**src/rtl/streambuf_pp.sv**
```systemverilog
// Ping-pong stream buffer: a writer fills one bank with a frame while a reader
// drains the other. Both sides use valid/ready handshakes, and frame length is replayed on out_last.
module streambuf_pp #(
    parameter int DATA_WIDTH = 16,
    parameter int ADDR_WIDTH = 2
) (
    input  logic                  clk,
    input  logic                  rst,
    input  logic                  in_valid,
    output logic                  in_ready,
    input  logic [DATA_WIDTH-1:0] in_data,
    input  logic                  in_last,
    output logic                  out_valid,
    input  logic                  out_ready,
    output logic [DATA_WIDTH-1:0] out_data,
    output logic                  out_last,
    output logic [1:0]            frames_stored
);

    localparam int                    FRAME_MAX = 1 << ADDR_WIDTH;
    localparam logic [ADDR_WIDTH-1:0] ADDR_LAST = ADDR_WIDTH'(FRAME_MAX - 1);
    localparam logic [ADDR_WIDTH-1:0] ADDR_ONE  = ADDR_WIDTH'(1);

    logic [DATA_WIDTH-1:0] mem_q [2][FRAME_MAX];

    logic [1:0]                 full_q, full_d;
    logic [1:0][ADDR_WIDTH-1:0] len_q, len_d;
    logic                       wbank_q, wbank_d;
    logic                       rbank_q, rbank_d;
    logic [ADDR_WIDTH-1:0]      waddr_q, waddr_d;
    logic [ADDR_WIDTH-1:0]      raddr_q, raddr_d;

    logic wr_fire;
    logic rd_fire;
    logic wr_close;

    // Handshake flags come only from registered state, so there is no
    // combinational path across the two sides of the buffer.
    assign in_ready      = ~full_q[wbank_q];
    assign out_valid     = full_q[rbank_q];
    assign out_data      = mem_q[rbank_q][raddr_q];
    assign out_last      = out_valid && (raddr_q == len_q[rbank_q]);
    assign frames_stored = {1'b0, full_q[0]} + {1'b0, full_q[1]};

    assign wr_fire  = in_valid && in_ready;
    assign rd_fire  = out_valid && out_ready;
    assign wr_close = in_last || (waddr_q == ADDR_LAST);

    // NOTE: every signal assigned here gets its default first, so no path leaves it unassigned and no latch is inferred.
    always_comb begin
        full_d  = full_q;
        len_d   = len_q;
        wbank_d = wbank_q;
        rbank_d = rbank_q;
        waddr_d = waddr_q;
        raddr_d = raddr_q;

        // A firing write targets an empty bank and a firing read a full one,
        // so the two updates below never touch the same bank.
        if (wr_fire) begin
            if (wr_close) begin
                len_d[wbank_q]  = waddr_q;
                full_d[wbank_q] = 1'b1;
                wbank_d         = ~wbank_q;
                waddr_d         = '0;
            end else begin
                waddr_d = waddr_q + ADDR_ONE;
            end
        end

        if (rd_fire) begin
            if (out_last) begin
                full_d[rbank_q] = 1'b0;
                rbank_d         = ~rbank_q;
                raddr_d         = '0;
            end else begin
                raddr_d = raddr_q + ADDR_ONE;
            end
        end
    end

    // NOTE: sequential state uses non-blocking assignments so every register samples pre-edge values.
    always_ff @(posedge clk) begin
        if (!rst) begin
            full_q  <= '0;
            len_q   <= '0;
            wbank_q <= 1'b0;
            rbank_q <= 1'b0;
            waddr_q <= '0;
            raddr_q <= '0;
        end else begin
            full_q  <= full_d;
            len_q   <= len_d;
            wbank_q <= wbank_d;
            rbank_q <= rbank_d;
            waddr_q <= waddr_d;
            raddr_q <= raddr_d;
        end
    end

    // NOTE: the storage array has no reset. A word is readable only after full_q
    // marks its bank valid, so stale contents are never observed.
    always_ff @(posedge clk) begin
        if (rst && wr_fire) begin
            mem_q[wbank_q][waddr_q] <= in_data;
        end
    end

endmodule

```
**config.mk**
```make
export PLATFORM = sky130hd
export DESIGN_NAME = streambuf_pp
export DESIGN_NICKNAME = d
export VERILOG_FILES = /design/src/rtl/streambuf_pp.sv
export SDC_FILE = /design/constraint.sdc
export NUM_CORES = 1
export LEC_CHECK = 0
export ABC_AREA = 1
export ABC_CLOCK_PERIOD_IN_PS = 6000
export CAP_MARGIN = 15
export CORE_MARGIN = 10
export CORE_UTILIZATION = 39
export DETAILED_ROUTE_END_ITERATION = 16
export GPL_ROUTABILITY_DRIVEN = 0
export PLACE_DENSITY = 0.54
export SLEW_MARGIN = 15
export SYNTH_ARGS = -nofsm -noshare
export SYNTH_HDL_FRONTEND = slang
export SYNTH_SLANG_ARGS = --single-unit
```
**constraint.sdc**
```tcl
create_clock -name clk -period 6 [get_ports clk]
set_input_delay 1.2 -clock clk [delete_from_list [all_inputs] [get_ports clk]]
set_output_delay 1.2 -clock clk [all_outputs]
set_load 0.05 [all_outputs]
```
==> impl_metrics.py, run 1 <==
metrics = {
    "outcome": {
        "status": "finished clean",
    },
    "global_routing": {
        "grt_pass1_wl_um": 20300,
        "grt_max_degree": 65,
        "antenna_found_initial": 0,
        "overflow": 0,
        "track_usage_pct": 13.3,
        "grt_pass1_vias": 3662,
    },
    "clocking": {
        "htree_levels": 4,
        "cts_resized": 0,
        "cts_num_sinks": 141,
        "cts_buffer_depth": 2,
        "cts_tree": "yes",
        "postCtsHoldBufs": 0,
        "cts.clk_slew.worst_paths_ps": 60,
        "worstSkewPairLatency_ps": 420,
        "cts_buffers": 17,
        "cts-root-buf": "clkbuf_16",
        "cts_setup_buffers": 0,
    },
    "yosys": {
        "synth_seq_area_share_pct": 71.7,
        "syn_inst": 491,
        "synth-edff-count": 128,
        "ys_warn_count": 0,
        "syn_avg_cell_area_um2": 11.7,
        "syn_area_um2": 5720,
        "synth_cell_types": 23,
        "syn-num-nets": 517,
        "async_flop_share_pct": 0,
        "yosys_most_used_dff": "edfxtp_1",
        "synth_seq_cells": 141,
    },
    "finish": {
        "fin_cells": 735,
        "final_layout_size_suffix_gt1_share_pct": 10.5,
        "fill_cells": 1308,
        "nNetsFinal": 564,
        "antenna_cells": 0,
        "area_growth_pct": 20.0,
    },
    "timing": {
        "max-slew-margin-rel_pct": 41.1,
        "setup_ws_ps": 1640,
        "drv_slew": 0,
        "setup_viol": 0,
        "fin_tns_setup_ps": 0,
        "hold_viol": 0,
        "timing.hold.ws_ps": 531,
        "max_freq_ghz": 0.229,
        "rsz0062_at_grt": "no",
        "finalCriticalPeriod_ps": 4360,
        "worstMarginPinSlew_ps": 883,
        "skew_ps": 5.59,
        "fin_crit_sh_pct": 72.7,
    },
    "floorplan": {
        "die_h_um": 141,
        "core_um2": 14500,
        "io_pins": 42,
        "fp.dieW_um": 141,
        "die_area_um2": 19900,
        "initial_core_util_pct": 39.5,
        "num_rows": 44,
    },
    "job": {
        "cap_violations": 0,
    },
    "critical_path": {
        "crit_arrival_ps": 3160,
        "path_max_fanout": 46,
        "cp.required_ps": 4800,
        "crit-reg2reg-launch": "raddr_q[0]",
        "end_kind": "primary output",
        "worstSetupPathType": "reg2out",
        "cp-start-kind": "flip-flop",
    },
    "placed_design": {
        "post-place-ws_ps": 2010,
        "dpl.hpwl_um": 7210,
        "dp.cells": 703,
        "port_buffers": 41,
    },
    "routing": {
        "routed_wl_um": 12900,
        "drt_first_pass_iters": 4,
        "routedWlPerCell_um": 17.5,
        "vias": 3613,
        "ant_nets": 0,
        "drcViolationCount": 0,
        "vias_per_cell": 4.92,
        "dr.first_iter.drc_count": 319,
    },
    "pwr": {
        "irDropWorstVdd_uv": 222,
        "p_leak_nw": 2.40,
        "clkPwrFrac_pct": 42.0,
        "total_power_w": 0.00231,
        "powerDensity_nw_per_um2": 336,
        "switching_share_pct": 24.9,
        "switchingPower_w": 0.000574,
        "p_int_w": 0.00173,
        "p_comb_share_pct": 9.9,
        "pwr-share-seq_pct": 48.1,
    },
    "min_path": {
        "hp-class": "reg2reg",
        "hold_start": "len_q[3]",
    },
}
[cells in the mapped netlist (2+ instances only)]
cell type / n / area (um^2)
edfxtp_1: 128 / 3840
nor2_1: 100 / 375
nand2_1: 71 / 267
o21ai_0: 55 / 275
a21oi_1: 23 / 115
a31oi_1: 16 / 100
o21ai_1: 16 / 80.1
dfxtp_1: 13 / 260
inv_1: 13 / 48.8
clkbuf_1: 10 / 37.5
buf_2: 7 / 35.0
buf_4: 7 / 52.6
nand3_1: 7 / 35.0
ha_1: 5 / 62.6
nand2_2: 5 / 31.3
inv_2: 4 / 15.0
nor2_2: 4 / 25.0
a211oi_1: 2 / 15.0
[cell families (layout without fill, tap and decap cells)]
group / count (synthesis) / after routing / synth area share (%)
compound gates: 114 / 114 / 10.6
fa+ha+maj: 5 / 5 / 1.09
buf+inv: 42 / 102 / 3.41
flops: 141 / 141 / 71.7
simple gates: 189 / 189 / 13.2
[registers in the layout (all words and copies together), names as in the netlist, named ones only]
signal / count
raddr_q: 2
rbank_q: 1
wbank_q: 1
len_q: 4
full_q: 2
mem_q: 128
waddr_q: 2
[cell usage in the layout, fill, tap and decap left out, types with 2 or more instances in the layout]
cell / n
buf_4: 11
inv_6: 3
o21ai_0: 55
a211oi_1: 2
nor2_2: 4
o21ai_1: 16
a21oi_1: 23
clkinv_1: 3
clkinv_4: 3
a31oi_1: 16
nand2_1: 71
nand2_2: 5
edfxtp_1: 128
inv_2: 4
ha_1: 5
clkbuf_16: 17
clkinv_2: 4
dfxtp_1: 12
nand3_1: 7
clkdlybuf4s50_1: 41
inv_1: 13
nor2_1: 100
[stage by stage]
stage / utilization, % / instance area (um^2)
6_report: 47.4 / 6870
5_1_grt: 47.4 / 6870
4_1_cts: 47.4 / 6870
3_5_place_dp: 43.6 / 6320
3_3_place_gp: 43.6 / 6320
2_1_floorplan: - / 5720
[area by class of cell]
class	instances	area [um^2]	share of cell area, %
Inverter	18	70.1	1.02
Clock buffer	17	425	6.20
Sequential cell	141	4110	59.8
Clock inverter	15	121	1.77
Tap cell	184	230	3.35
Multi-Input combinational cell	308	1420	20.7
Timing Repair Buffer	52	493	7.18
[critical path: stages (launching register included)]
cell and delay (ps):
dfxtp_2 900, buf_4 370, o21ai_0 120, o21ai_0 160, a21oi_1 50, a31oi_1 250
clkdlybuf4s50_1 850
[layer usage]
layer	share of wire [%]	track usage, %	vias up
met5	0	0	-
met4	0.93	4.46	0
met3	5.0	4.50	8
met2	49	21.3	77
met1	45	16.5	1708
li1	-	-	1820
[worst paths after layout]
check / endpoint / slack, ps / cells past startpoint
setup / recovery: out_data[13] / 1640 / 6
hold / removal: len_q[3] / 530 / 2
setup reg to reg: flip-flop / 4110 / 7
hold reg to reg: len_q[3] / 530 / 2
[power by group through the flow]
stage          clock [W]  combinational, W  sequential (W)
2_1_floorplan          0          0.000155         0.00112
6_report        0.000969          0.000229         0.00111
5_1_grt          0.00104          0.000249         0.00111
3_5_place_dp           0          0.000232         0.00113
3_3_place_gp           0          0.000229         0.00113
4_1_cts         0.000991          0.000233         0.00111
Power figures use the tool's default switching activity.
==> run 2: changes to the inputs <==
--- a/config.mk
+++ b/config.mk
@@ -6,7 +6,7 @@
 export NUM_CORES = 1
 export LEC_CHECK = 0
 export ABC_AREA = 1
-export ABC_CLOCK_PERIOD_IN_PS = 6000
+export ABC_CLOCK_PERIOD_IN_PS = 4200
 export CAP_MARGIN = 15
 export CORE_MARGIN = 10
 export CORE_UTILIZATION = 39
==> constraint.sdc (replaced) <==
create_clock -name clk -period 4.2 [get_ports clk]
set_input_delay 0.84 -clock clk [delete_from_list [all_inputs] [get_ports clk]]
set_output_delay 0.84 -clock clk [all_outputs]
set_load 0.05 [all_outputs]
==> run 2 against run 1 <==
Against the previous run: clock skew increased by 1.2 ps; sequential share of layout area about the same; critical path depth unchanged; design area is essentially flat; critical endpoint is now out_data[12].
==> impl_metrics.py, run 2 (synthesized netlist as in run 1, its figures left out) <==
metrics = {
    "job": {
        "cap_violations": 0,
    },
    "critical_path": {
        "max_stage_delay_ps": 830,
        "end_kind": "primary output",
        "critical_path_buf_inv_count": 2,
        "worstSetupPathType": "reg2out",
        "cp_top_family": "buffers and inverters",
        "crit_arrival_ps": 2860,
        "path_cells": "buf_4 -> o21ai_0 -> o21ai_0 -> a21oi_1 -> a31oi_1 -> clkdlybuf4s50_1",
        "slowest_stage": "clkdlybuf4s50_1",
        "critical_path.most_common_cell": "o21ai_0",
        "cp.required_ps": 3360,
        "cp-start-kind": "flip-flop",
        "reg2reg_slack_ps": 2310,
        "path_max_fanout": 29,
    },
    "pwr": {
        "p_leak_nw": 2.41,
        "irDropWorstVdd_uv": 300,
        "powerDensity_nw_per_um2": 474,
    },
    "finish": {
        "stdcell_area_um2": 6870,
        "final_layout_size_suffix_gt1_share_pct": 12.1,
        "fin_cells": 740,
        "nNetsFinal": 569,
        "fin_util_pct": 47.5,
        "reg.largest.list": "mem_q: 128 flops, len_q: 4 flops",
        "largest_reg_flops": 128,
        "area_growth_pct": 20.1,
        "layout_common_cells": "edfxtp_1 (128), nor2_1 (100), nand2_1 (71), o21ai_0 (55), clkdlybuf4s50_1 (33)",
        "regMostFlops": "mem_q",
        "layout_commonest_cell": "edfxtp_1",
        "antenna_cells": 0,
    },
    "floorplan": {
        "core_um2": 14500,
        "die_h_um": 141,
        "die_area_um2": 19900,
        "fp.dieW_um": 141,
        "initial_core_util_pct": 39.5,
        "num_rows": 44,
        "io_pins": 42,
    },
    "timing": {
        "finalCriticalPeriod_ps": 3700,
        "max-slew-margin-rel_pct": 45.5,
        "hold_viol": 0,
        "setup_viol": 0,
        "timing.hold.ws_ps": 545,
        "worstMarginPinSlew_ps": 817,
        "skew_ps": 6.75,
        "drv_slew": 0,
        "rsz0062_at_grt": "no",
        "fin_crit_sh_pct": 88.0,
        "fin_tns_setup_ps": 0,
        "max_freq_ghz": 0.271,
    },
    "global_routing": {
        "grt_pass1_wl_um": 20000,
        "grt_max_degree": 65,
        "grt_pass1_vias": 3684,
        "track_usage_pct": 13.0,
        "antenna_found_initial": 0,
        "overflow": 0,
    },
    "min_path": {
        "hp-class": "reg2reg",
    },
    "routing": {
        "drt_first_pass_iters": 4,
        "vias": 3705,
        "routed_wl_um": 12700,
        "dr.first_iter.drc_count": 307,
        "drcViolationCount": 0,
        "vias_per_cell": 5.01,
        "routedWlPerCell_um": 17.2,
        "ant_nets": 0,
    },
    "clocking": {
        "cts_tree": "yes",
        "cts_buffers": 17,
        "worstSkewPairLatency_ps": 410,
        "cts_buffer_depth": 2,
        "cts_setup_buffers": 0,
        "cts_resized": 0,
        "cts_num_sinks": 141,
        "postCtsHoldBufs": 0,
        "cts-root-buf": "clkbuf_16",
        "cts.clk_slew.worst_paths_ps": 60,
        "htree_levels": 4,
    },
    "placed_design": {
        "dp.cells": 708,
        "dpl-instance-area_um2": 6340,
        "port_buffers": 41,
        "dpl.hpwl_um": 7450,
    },
    "outcome": {
        "status": "finished clean",
    },
}
## run 2: routing by layer
metal  routed length [um]  GRT usage [%]
met2                 6270           21.5
met3                  561           3.69
met5                    0              0
met1                 5770           16.0
met4                   99           4.29
## run 2: metrics by stage
step / worst slack, ps / power (W)
4_1_cts: 442 / 0.00329
3_3_place_gp: 857 / 0.00194
6_report: 504 / 0.00325
3_5_place_dp: 886 / 0.00194
2_1_floorplan: 1590 / 0.00182
5_1_grt: 236 / 0.00340
## run 2: tightest hold or removal path: cells and delay by family (launching register included)
family | cells | cell delay, ps
AND/OR/NAND/NOR | 1 | 90
AO/OA/AOI/OAI | 1 | 90
flip-flops | 1 | 330
## run 2: path summary, 6_finish.rpt
kind	startpoint	end	depth (start not counted)
hold / removal	len_q[3]	len_q[3]	2
hold reg to reg	len_q[3]	len_q[3]	2
setup reg to reg	wbank_q	mem_q[0][28]	6
setup / recovery	flip-flop	out_data[12]	6
## run 2: area by class of cell
class / count / area (um^2)
Multi-Input combinational cell: 308 / 1420
Sequential cell: 141 / 4110
Tap cell: 184 / 230
Inverter: 18 / 70.1
Clock inverter: 12 / 96.3
Timing Repair Buffer: 57 / 510
Fill cell: 1295 / 7610
Clock buffer: 20 / 437
## run 2: power by group
part	leakage [nW]	internal [W]	switching, W
Combinational	0.896	0.000103	0.000229
Sequential	1.26	0.00156	0.0000182
Clock	0.255	0.000807	0.000537
Total	2.41	0.00247	0.000784
==> run 3: changes to the inputs <==
--- a/config.mk
+++ b/config.mk
@@ -13,7 +13,6 @@
 export DETAILED_ROUTE_END_ITERATION = 16
 export GPL_ROUTABILITY_DRIVEN = 0
 export PLACE_DENSITY = 0.54
-export SLEW_MARGIN = 15
 export SYNTH_ARGS = -nofsm -noshare
 export SYNTH_HDL_FRONTEND = slang
 export SYNTH_SLANG_ARGS = --single-unit
==> results of run 3 <==
The final DEF is identical to that of run 2; final timing and power are the same.
